**src/rtl/intr_arbiter_pkg.sv**
```systemverilog
// Shared constants for the interrupt arbiter: line count, id width,
// configuration register addresses and FSM state encoding.
package intr_arbiter_pkg;

    localparam int NIRQ  = 8;
    localparam int VEC_W = 3;

    // Configuration register map
    localparam logic [1:0] CFG_MASK = 2'd0;
    localparam logic [1:0] CFG_PEND = 2'd1;
    localparam logic [1:0] CFG_ISR  = 2'd2;

    // FSM state encoding (kept as plain constants for legacy compatibility)
    localparam logic [1:0] ST_IDLE   = 2'd0;
    localparam logic [1:0] ST_ASSERT = 2'd1;
    localparam logic [1:0] ST_ACK    = 2'd2;

    // One-hot decode of a line index
    function automatic logic [NIRQ-1:0] onehot(input logic [VEC_W-1:0] idx);
        logic [NIRQ-1:0] r;
        r = '0;
        r[idx] = 1'b1;
        return r;
    endfunction

endpackage

```
**src/rtl/intr_arbiter_prio_enc8.sv**
```systemverilog
// Eight-input fixed-priority encoder: the lowest set index wins and a found
// flag reports whether any input bit was set.
module prio_enc8 (
    input  logic [7:0] vec,
    output logic [2:0] idx,
    output logic       found
);

    // Scan upward and keep the first set bit
    always_comb begin
        idx   = '0;
        found = 1'b0;
        for (int unsigned i = 0; i < 8; i++) begin
            if (!found && vec[i]) begin
                idx   = 3'(i);
                found = 1'b1;
            end
        end
    end

endmodule

```
**src/rtl/intr_arbiter.sv**
```systemverilog
// Interrupt arbiter: captures rising edges on irq lines into pending bits,
// raises intr toward the CPU, grants the highest-priority eligible line on
// inta and tracks in-service lines until eoi.
// Optional feature: define INTR_NESTED_EN to allow a higher-priority line to
// preempt while a lower-priority line is in service.
module intr_arbiter
    import intr_arbiter_pkg::*;
#(
    parameter int NIRQ  = intr_arbiter_pkg::NIRQ,
    parameter int VEC_W = intr_arbiter_pkg::VEC_W
) (
    input  logic             clock,
    input  logic             resetn,
    input  logic [NIRQ-1:0]  irq,
    output logic             intr,
    input  logic             inta,
    output logic [VEC_W-1:0] irq_id,
    output logic             id_valid,
    output logic             spurious,
    input  logic             eoi,
    input  logic             cfg_we,
    input  logic [1:0]       cfg_addr,
    input  logic [NIRQ-1:0]  cfg_wdata,
    output logic [NIRQ-1:0]  cfg_rdata
);

    logic [1:0]       state;
    logic [NIRQ-1:0]  irq_q;
    logic [NIRQ-1:0]  pending;
    logic [NIRQ-1:0]  mask;
    logic [NIRQ-1:0]  isr;

    logic [NIRQ-1:0]  rise;
    logic [NIRQ-1:0]  base_elig;
    logic [NIRQ-1:0]  eligible;
    logic [VEC_W-1:0] win_idx;
    logic             win_found;
    logic [VEC_W-1:0] isr_idx;
    logic             isr_found;
    logic             grant;
    logic             spur_hit;
    logic [NIRQ-1:0]  pending_next;
    logic [NIRQ-1:0]  isr_next;

    prio_enc8 u_enc_elig (
        .vec   (eligible),
        .idx   (win_idx),
        .found (win_found)
    );

    prio_enc8 u_enc_isr (
        .vec   (isr),
        .idx   (isr_idx),
        .found (isr_found)
    );

    // Rising-edge detect against the registered copy of irq
    always_comb begin
        rise = irq & ~irq_q;
    end

    // Eligibility: unmasked pending lines, qualified by the in-service rule
    always_comb begin
        base_elig = pending & ~mask;
        eligible  = '0;
`ifdef INTR_NESTED_EN
        if (isr_found) begin
            // only lines strictly above the top in-service line may preempt
            eligible = base_elig & ((NIRQ'(1) << isr_idx) - NIRQ'(1));
        end else begin
            eligible = base_elig;
        end
`else
        if (!isr_found) begin
            eligible = base_elig;
        end
`endif
    end

    // Acknowledge outcome in ASSERT: real grant or spurious
    always_comb begin
        grant    = (state == ST_ASSERT) && inta && win_found;
        spur_hit = (state == ST_ASSERT) && inta && !win_found;
    end

    // Next pending: cfg clear and grant clear first, new edges win over both
    always_comb begin
        pending_next = pending;
        if (cfg_we && (cfg_addr == CFG_PEND)) begin
            pending_next = pending_next & ~cfg_wdata;
        end
        if (grant) begin
            pending_next = pending_next & ~onehot(win_idx);
        end
        pending_next = pending_next | rise;
    end

    // Next isr: eoi retires the old top bit, then a grant sets the new one
    always_comb begin
        isr_next = isr;
        if (eoi && isr_found) begin
            isr_next = isr_next & ~onehot(isr_idx);
        end
        if (grant) begin
            isr_next = isr_next | onehot(win_idx);
        end
    end

    // Line capture, pending, mask and isr registers
    always_ff @(posedge clock) begin
        if (!resetn) begin
            irq_q   <= '0;
            pending <= '0;
            mask    <= '1;
            isr     <= '0;
        end else begin
            irq_q   <= irq;
            pending <= pending_next;
            isr     <= isr_next;
            if (cfg_we && (cfg_addr == CFG_MASK)) begin
                mask <= cfg_wdata;
            end
        end
    end

    // Request FSM: IDLE -> ASSERT on eligibility, ASSERT -> ACK on inta
    always_ff @(posedge clock) begin
        if (!resetn) begin
            state <= ST_IDLE;
        end else begin
            case (state)
                ST_IDLE:   if (eligible != '0) state <= ST_ASSERT;
                ST_ASSERT: if (inta) state <= ST_ACK;
                ST_ACK:    state <= ST_IDLE;
                default:   state <= ST_IDLE;
            endcase
        end
    end

    // Grant id and one-cycle ACK-phase status flags
    always_ff @(posedge clock) begin
        if (!resetn) begin
            irq_id   <= '0;
            id_valid <= 1'b0;
            spurious <= 1'b0;
        end else begin
            id_valid <= grant;
            spurious <= spur_hit;
            if (grant) begin
                irq_id <= win_idx;
            end
        end
    end

    // intr is simply the registered ASSERT state
    always_comb begin
        intr = (state == ST_ASSERT);
    end

    // Combinational register read-back
    always_comb begin
        cfg_rdata = '0;
        case (cfg_addr)
            CFG_MASK: cfg_rdata = mask;
            CFG_PEND: cfg_rdata = pending;
            CFG_ISR:  cfg_rdata = isr;
            default:  cfg_rdata = '0;
        endcase
    end

endmodule

```
**config.mk**
```make
export PLATFORM = sky130hd
export DESIGN_NAME = intr_arbiter
export DESIGN_NICKNAME = d
export VERILOG_FILES = /design/src/rtl/intr_arbiter_pkg.sv /design/src/rtl/intr_arbiter_prio_enc8.sv /design/src/rtl/intr_arbiter.sv
export SDC_FILE = /design/constraint.sdc
export NUM_CORES = 1
export LEC_CHECK = 0
export ABC_AREA = 1
export CAP_MARGIN = 20
export CORE_UTILIZATION = 51
export DETAILED_ROUTE_END_ITERATION = 12
export PLACE_DENSITY_LB_ADDON = 0.08
export SLEW_MARGIN = 20
export SYNTH_ARGS = -nofsm -noshare
export SYNTH_HDL_FRONTEND = slang
export SYNTH_SLANG_ARGS = --single-unit
```
**constraint.sdc**
```tcl
create_clock -name clock -period 1.97 [get_ports clock]
set_input_delay 0.394 -clock clock [delete_from_list [all_inputs] [get_ports clock]]
set_output_delay 0.394 -clock clock [all_outputs]
set_load 0.05 [all_outputs]
```
==> flow_summary.json, run 1 <==
{
  "switching_power_uw": 561,
  "placed_area_um2": 2550,
  "cp_slowest_cell": "dfxtp_2",
  "syn_inst": 278,
  "cts_buffers": 5,
  "post-synth-top-count-cell": "nand2_1",
  "internal_power_uw": 1530,
  "timing.rr.start": "isr[0]$_SDFF_PN0_",
  "grt-ovfl-total": 0,
  "first_pass_iters": 7,
  "drive_gt1_share_pct": 21.3,
  "synthArstFlopShare_pct": 0,
  "place.gp.congestion": 0.932,
  "leakage_uw": 0.00137,
  "setup_viol": 0,
  "synth_ff_type": "dfxtp_1",
  "grt_max_degree": 17,
  "viasPerCell": 5.41,
  "ys_ff_latch": 39,
  "critPathRequiredTime_ns": 2.17,
  "final_max_slew_viol_count": 0,
  "io_buffers": 36,
  "synthDistinctLibCells": 28,
  "rsz0062_at_grt": "yes",
  "syn_nets": 301,
  "fin_area_um2": 2840,
  "yosys_warnings": 0,
  "share_seq_of_total_power_pct": 40.6,
  "areaGrowthSynthToFinish_pct": 45.5,
  "fillers": 283,
  "setup_ws_ns": 0.0577,
  "critPathCapture": "pending[2]$_SDFF_PN0_",
  "synth_edf_count": 0,
  "path_max_fanout": 4,
  "ff2ff_path_depth": 12,
  "syn_area_per_cell_um2": 7.02,
  "place_ws_ns": -0.0936,
  "rows": 22,
  "vias": 2110,
  "fin_skew_ns": 0.00539,
  "yosysTopAreaCellShare_pct": 40.0,
  "seq_area_frac_synth_pct": 40.0,
  "grt_pass1_vias": 1953,
  "crit_arrival_ns": 2.11,
  "cap_violations": 0,
  "cpPeakStageDelay_ns": 0.35,
  "clkSinkCount": 39,
  "post-route-util_pct": 77.5,
  "clkTransAtPathRegs_ns": 0.08,
  "routed_wl_um": 5770,
  "status": "finished, final reports clean",
  "antenna_found_initial": 0,
  "period_share_pct": 97.1,
  "max-vdd-ir-drop_v": 0.000664,
  "maxSlewHeadroom_pct": 67.0,
  "worst_pin_slew_ns": 0.494,
  "hold_class": "reg2reg",
  "fmax_mhz": 523,
  "endpoint_kind": "register",
  "period_needed_ns": 1.91,
  "cts_tree": "done",
  "finalNetCount": 364,
  "yosysTopAreaCell": "dfxtp_1",
  "post-dp-hpwl_um": 3880,
  "grt_usage_pct": 28.7,
  "clkPwrFrac_pct": 38.0,
  "diodes": 0,
  "grt_pass1_wl_um": 8950,
  "die_height_um": 63.8,
  "finalSetupTns_ns": 0,
  "cpMostUsedCell": "nand2_1",
  "die_x_um": 63.8,
  "io_pins": 37,
  "syn_area_um2": 1950,
  "p_comb_share_pct": 21.4,
  "detail_route.wl_per_cell_um": 14.8,
  "reg2reg_slack_ns": 0.06,
  "start_util_pct": 53.3,
  "power.density_nw_per_um2": 737,
  "drc": 0,
  "switching_share_pct": 26.8,
  "clock_latency_ns": 0.30,
  "timing.critical_path.from": "isr[0]$_SDFF_PN0_",
  "cp-start-kind": "register",
  "hold_viol": 0,
  "netlist_top_cells_area": "dfxtp_1, nand2_1, inv_1",
  "postRouteAntennaNets": 0,
  "timing.rr.end": "pending[2]$_SDFF_PN0_",
  "yosys-top-cells-count": "nand2_1, inv_1, dfxtp_1",
  "worstSetupPathType": "reg2reg",
  "whs_ns": 0.427,
  "die_area_um2": 4080,
  "ctsHoldBuffers": 0,
  "drtIter0Drc": 192,
  "cp_cell_sequence": "nor2_4 > nand3_1 > nor2_2 > nand3_2 > nand2_1 > inv_1 > a21oi_1 > inv_1 > o21ai_0 > nand2_1 > nand4_1 > nand2_1",
  "h-tree-depth": 2,
  "cts_root_buf": "clkbuf_8",
  "clockBufferDepth": 2,
  "core_area_um2": 3660
}
[flip-flops by register name, summed over array words and instances (netlist names)]
| register | count |
|---|---|
| id_valid | 1 |
| irq_id | 3 |
| irq_q | 8 |
| isr | 8 |
| mask | 8 |
| pending | 8 |
| spurious | 1 |
| state | 2 |
[area by class of cell]
cell class | instances | area, um^2 | share of cell area, %
multi-input combinational | 186 | 1040 | 36.8
sequential | 39 | 783 | 27.6
timing repair buffer | 60 | 633 | 22.3
inverter | 49 | 185 | 6.52
clock buffer | 6 | 72.6 | 2.56
clock inverter | 2 | 60.1 | 2.12
tap | 48 | 60.1 | 2.12
[power by group through the flow]
stage / Combinational [uW] / Clock [uW] / Sequential (uW)
after global routing: 479 / 841 / 853
after CTS: 421 / 793 / 849
final: 447 / 796 / 850
after floorplan: 216 / 0 / 872
after global placement: 401 / 0 / 866
after detailed placement: 405 / 0 / 867
[through the flow]
stage / cells / power [uW]
detailed placement: 374 / 1270
global placement: 374 / 1270
global route: 390 / 2170
CTS: 383 / 2060
floorplan: 278 / 1090
finish: 390 / 2090
[critical path, delay by kind of cell (launching register included)]
family                 cells  cell delay [ns]
buffers and inverters      2             0.19
and+or+nand+nor            8             0.95
AOI/OAI and AO/OA          2             0.31
DFF                        1             0.35
[worst min-delay path by stage]
| stage | from | end | slack, ns | depth (start not counted) |
|---|---|---|---|---|
| floorplan | irq_q[1]$_SDFF_PN0_ | pending[1]$_SDFF_PN0_ | 0.40 | 1 |
| global placement | irq_q[1]$_SDFF_PN0_ | pending[1]$_SDFF_PN0_ | 0.40 | 1 |
| detailed placement | irq_q[5]$_SDFF_PN0_ | pending[5]$_SDFF_PN0_ | 0.41 | 1 |
| CTS | irq_q[5]$_SDFF_PN0_ | pending[5]$_SDFF_PN0_ | 0.43 | 1 |
| global route | irq_q[1]$_SDFF_PN0_ | pending[1]$_SDFF_PN0_ | 0.46 | 1 |
| finish | irq_q[6]$_SDFF_PN0_ | pending[6]$_SDFF_PN0_ | 0.43 | 1 |
[logic make-up (layout without fill, tap and decap cells)]
kind of cell	Yosys count	in the layout	share of synthesized area (%)
DFF	39	39	40.0
buffers and inverters	54	117	11.0
and+or+nand+nor	127	128	29.5
AOI/OAI and AO/OA	58	58	19.5
[cell usage in the layout, fill, tap and decap left out, drive strengths merged]
cell type / netlist / layout
bufinv: 0 / 2
nor3: 3 / 3
nand4: 5 / 5
a21boi: 1 / 1
a211oi: 2 / 2
o21ai: 13 / 13
o31ai: 3 / 3
or2: 2 / 2
clkinv: 1 / 1
inv: 48 / 48
clkdlybuf4s50: 0 / 25
dfxtp: 39 / 39
o221ai: 6 / 6
clkbuf: 4 / 6
nand3: 10 / 10
nor2: 29 / 30
buf: 1 / 32
o211ai: 12 / 12
nand2: 78 / 78
a21oi: 15 / 15
dlygate4sd2: 0 / 2
o21bai: 6 / 6
bufbuf: 0 / 1
[timing repair]
action,CTS,global route
gates resized for setup,9,18
pin swaps,2,6
cloned,1,1
buffers inserted,0,6
setup endpoints to repair,8,18
[per-layer routing]
layer	global-route usage [%]	share of wire (%)	vias to the layer above
li1	-	-	1026
met1	37.7	42	951
met2	46.1	47	110
met4	13.1	3.6	0
met5	0	0	-
met3	4.29	7.3	23
Note: power is estimated with default switching activity, not from simulation.
==> run 2: changes to the inputs <==
--- a/config.mk
+++ b/config.mk
@@ -5,11 +5,10 @@
 export SDC_FILE = /design/constraint.sdc
 export NUM_CORES = 1
 export LEC_CHECK = 0
-export ABC_AREA = 1
 export CAP_MARGIN = 20
 export CORE_UTILIZATION = 51
 export DETAILED_ROUTE_END_ITERATION = 12
-export PLACE_DENSITY_LB_ADDON = 0.08
+export PLACE_DENSITY = 0.81
 export SLEW_MARGIN = 20
 export SYNTH_ARGS = -nofsm -noshare
 export SYNTH_HDL_FRONTEND = slang
==> run 2 against run 1 <==
Net effect: critical path depth down 6; clock-buffer cell count increased by 2; power down 12%.
==> flow_summary.json, run 2 <==
{
  "status": "finished, final reports clean",
  "ff2ff_path_depth": 5,
  "critPathTopFamily": "buffers and inverters",
  "synthArstFlopShare_pct": 0,
  "clkTransAtPathRegs_ns": 0.07,
  "io_pins": 37,
  "start_util_pct": 54.8,
  "cp.depth": 6,
  "yosys-top-cells-count": "nand2_1, dfxtp_1, nand3_1",
  "power.density_nw_per_um2": 710,
  "syn_area_um2": 1890,
  "viasPerCell": 5.70,
  "h-tree-depth": 2,
  "timing.rr.end": "pending[2]$_SDFF_PN0_",
  "fin_skew_ns": 0.00638,
  "mostFrequentLayoutCells": "nand2_1, dfxtp_1, clkdlybuf4s50_1",
  "place.gp.congestion": 0.838,
  "synth_edf_count": 0,
  "clock_latency_ns": 0.30,
  "path_max_fanout": 4,
  "detail_route.wl_per_cell_um": 15.4,
  "io_buffers": 36,
  "cts_tree": "done",
  "cp-start-kind": "input port",
  "critPathRequiredTime_ns": 1.58,
  "reg2reg_slack_ns": 0.17,
  "grt_pass1_wl_um": 8090,
  "synth_ff_type": "dfxtp_1",
  "die_height_um": 62.8,
  "worst_pin_slew_ns": 0.486,
  "finalNetCount": 299,
  "final_common_cell": "nand2_1",
  "endpoint_kind": "primary output",
  "syn_area_per_cell_um2": 8.27,
  "cts_buffers": 5,
  "yosysTopAreaCell": "dfxtp_1",
  "whs_path_depth": 1,
  "ys_ff_latch": 39,
  "routed_wl_um": 4980,
  "die_x_um": 62.8,
  "clockBufferDepth": 2,
  "post-dp-hpwl_um": 3570,
  "fmax_mhz": 522,
  "fillers": 254,
  "die_area_um2": 3940,
  "cp_slowest_cell": "clkdlybuf4s50_1",
  "grt_usage_pct": 26.8,
  "period_needed_ns": 1.92,
  "cpPeakStageDelay_ns": 0.48,
  "drtIter0Drc": 104,
  "core_area_um2": 3440,
  "post-synth-top-count-cell": "nand2_1",
  "vias": 1842,
  "synthDistinctLibCells": 46,
  "final_max_slew_viol_count": 0,
  "path_buf_inv": 3,
  "postRouteAntennaNets": 0,
  "grt_pass1_vias": 1773,
  "hold_viol": 0,
  "period_share_pct": 97.2,
  "rsz0062_at_grt": "no",
  "seq_area_frac_synth_pct": 41.4,
  "clkSinkCount": 39,
  "crit_arrival_ns": 1.52,
  "cp_cell_sequence": "clkdlybuf4s50_1 > nor2b_4 > buf_2 > nand2_1 > o21ai_2 > buf_12",
  "maxSlewHeadroom_pct": 67.5,
  "areaGrowthSynthToFinish_pct": 37.8,
  "first_pass_iters": 4,
  "grt_max_degree": 30,
  "rows": 21,
  "yosys_warnings": 0,
  "leakage_uw": 0.00109,
  "cap_violations": 0,
  "max-vdd-ir-drop_v": 0.000587,
  "hp-start": "irq_q[4]$_SDFF_PN0_",
  "worstSetupPathType": "in2out",
  "setup_viol": 0,
  "finalSetupTns_ns": 0,
  "syn_inst": 228,
  "hold_class": "reg2reg",
  "ctsHoldBuffers": 0,
  "diodes": 0,
  "drive_gt1_share_pct": 19.5,
  "antenna_found_initial": 0,
  "drc": 0,
  "netlist_top_cells_area": "dfxtp_1, nand2_1, mux2i_1",
  "p_total_uw": 1840,
  "grt-ovfl-total": 0,
  "hold_end": "pending[4]$_SDFF_PN0_",
  "syn_nets": 251,
  "timing.rr.start": "isr[6]$_SDFF_PN0_",
  "yosysTopAreaCellShare_pct": 41.4,
  "cts_root_buf": "clkbuf_8"
}
-- run 2: changes by cell type in the layout (fill, tap and decap cells not counted), sizes merged, moves of 6 or more --
| cell | previous run | this run |
|---|---|---|
| inv | 48 | 11 |
| nand2 | 78 | 46 |
| nor2 | 30 | 5 |
| mux2i | 0 | 10 |
| o211ai | 12 | 2 |
| a21oi | 15 | 6 |
| buf | 32 | 23 |
| nand2b | 0 | 8 |
| nand3 | 10 | 18 |
| nor2b | 0 | 8 |
| o22ai | 0 | 8 |
| and2 | 0 | 6 |
| o21bai | 6 | 0 |
| o221ai | 6 | 0 |
-- run 2: power breakdown --
group	switching (uW)	leakage, uW	internal (uW)	total, uW
clock	281	0.0000515	319	601
combinational	201	0.000720	185	386
sequential	30.1	0.000320	827	857
total	512	0.00109	1330	1840
-- run 2: worst max-delay path by stage --
stage | from | end | slack, ns
floorplan | cfg_addr[0] | cfg_rdata[3] | 0.08
global placement | cfg_addr[1] | cfg_rdata[3] | -0.006
detailed placement | cfg_addr[1] | cfg_rdata[0] | -0.01
CTS | cfg_addr[1] | cfg_rdata[5] | 0.006
global route | cfg_addr[0] | cfg_rdata[1] | 0.01
finish | cfg_addr[0] | cfg_rdata[3] | 0.05
-- run 2: cell type report --
cell class              count  area, um^2  share of cell area [%]
multi-input cells         169        1070                    41.2
flip-flops and latches     39         781                    30.1
clock buffers               8         100                    3.85
inverters                  11        41.3                    1.59
well taps                  46        57.6                    2.22
repair buffers             50         547                    21.1
-- run 2: what timing repair did --
item	CTS	global route
gates cloned	0	1
setup endpoints to repair	3	10
pin swaps	0	1
setup buffers	0	1
resized for setup	3	12
-- run 2: stage by stage --
stage / cells / setup slack [ns] / hold WS (ns) / util [%] / instance area [um^2]
after floorplan: 228 / 0.0839 / 0.408 / - / 1890
after global placement: 313 / -0.00603 / 0.409 / 70.7 / 2430
after detailed placement: 313 / -0.0139 / 0.417 / 70.7 / 2430
after CTS: 321 / 0.00568 / 0.433 / 73.9 / 2540
after global routing: 323 / 0.0135 / 0.444 / 75.5 / 2600
final: 323 / 0.0545 / 0.431 / 75.5 / 2600
-- run 2: worst reg2reg max path, delay by kind of cell, from the launching register on --
kind	cells	cell delay [ns]
flops	1	0.37
simple gates	4	1.15
compound gates	1	0.15
-- run 2: metal layers --
metal / global-route usage [%] / wire (um) / up-vias
met5: 0 / 0 / -
met1: 34.0 / 2220 / 853
li1: - / - / 894
met3: 5.66 / 268 / 18
met4: 14.8 / 153 / 0
met2: 42.0 / 2340 / 77
-- run 2: logic make-up after synthesis --
logic type / count (synthesis) / share of synthesized area [%]
AND/OR/NAND/NOR: 113 / 32.6
flip-flops: 39 / 41.4
AO/OA/AOI/OAI: 46 / 16.5
multiplexers: 10 / 5.31
buffers and inverters: 20 / 4.18
==> run 3: changes to the inputs <==
--- a/config.mk
+++ b/config.mk
@@ -9,7 +9,7 @@
 export CORE_UTILIZATION = 51
 export DETAILED_ROUTE_END_ITERATION = 12
 export PLACE_DENSITY = 0.81
-export SLEW_MARGIN = 20
+export SLEW_MARGIN = 10
 export SYNTH_ARGS = -nofsm -noshare
 export SYNTH_HDL_FRONTEND = slang
 export SYNTH_SLANG_ARGS = --single-unit
==> results of run 3 <==
The final DEF is identical to that of run 2; final timing and power are the same.
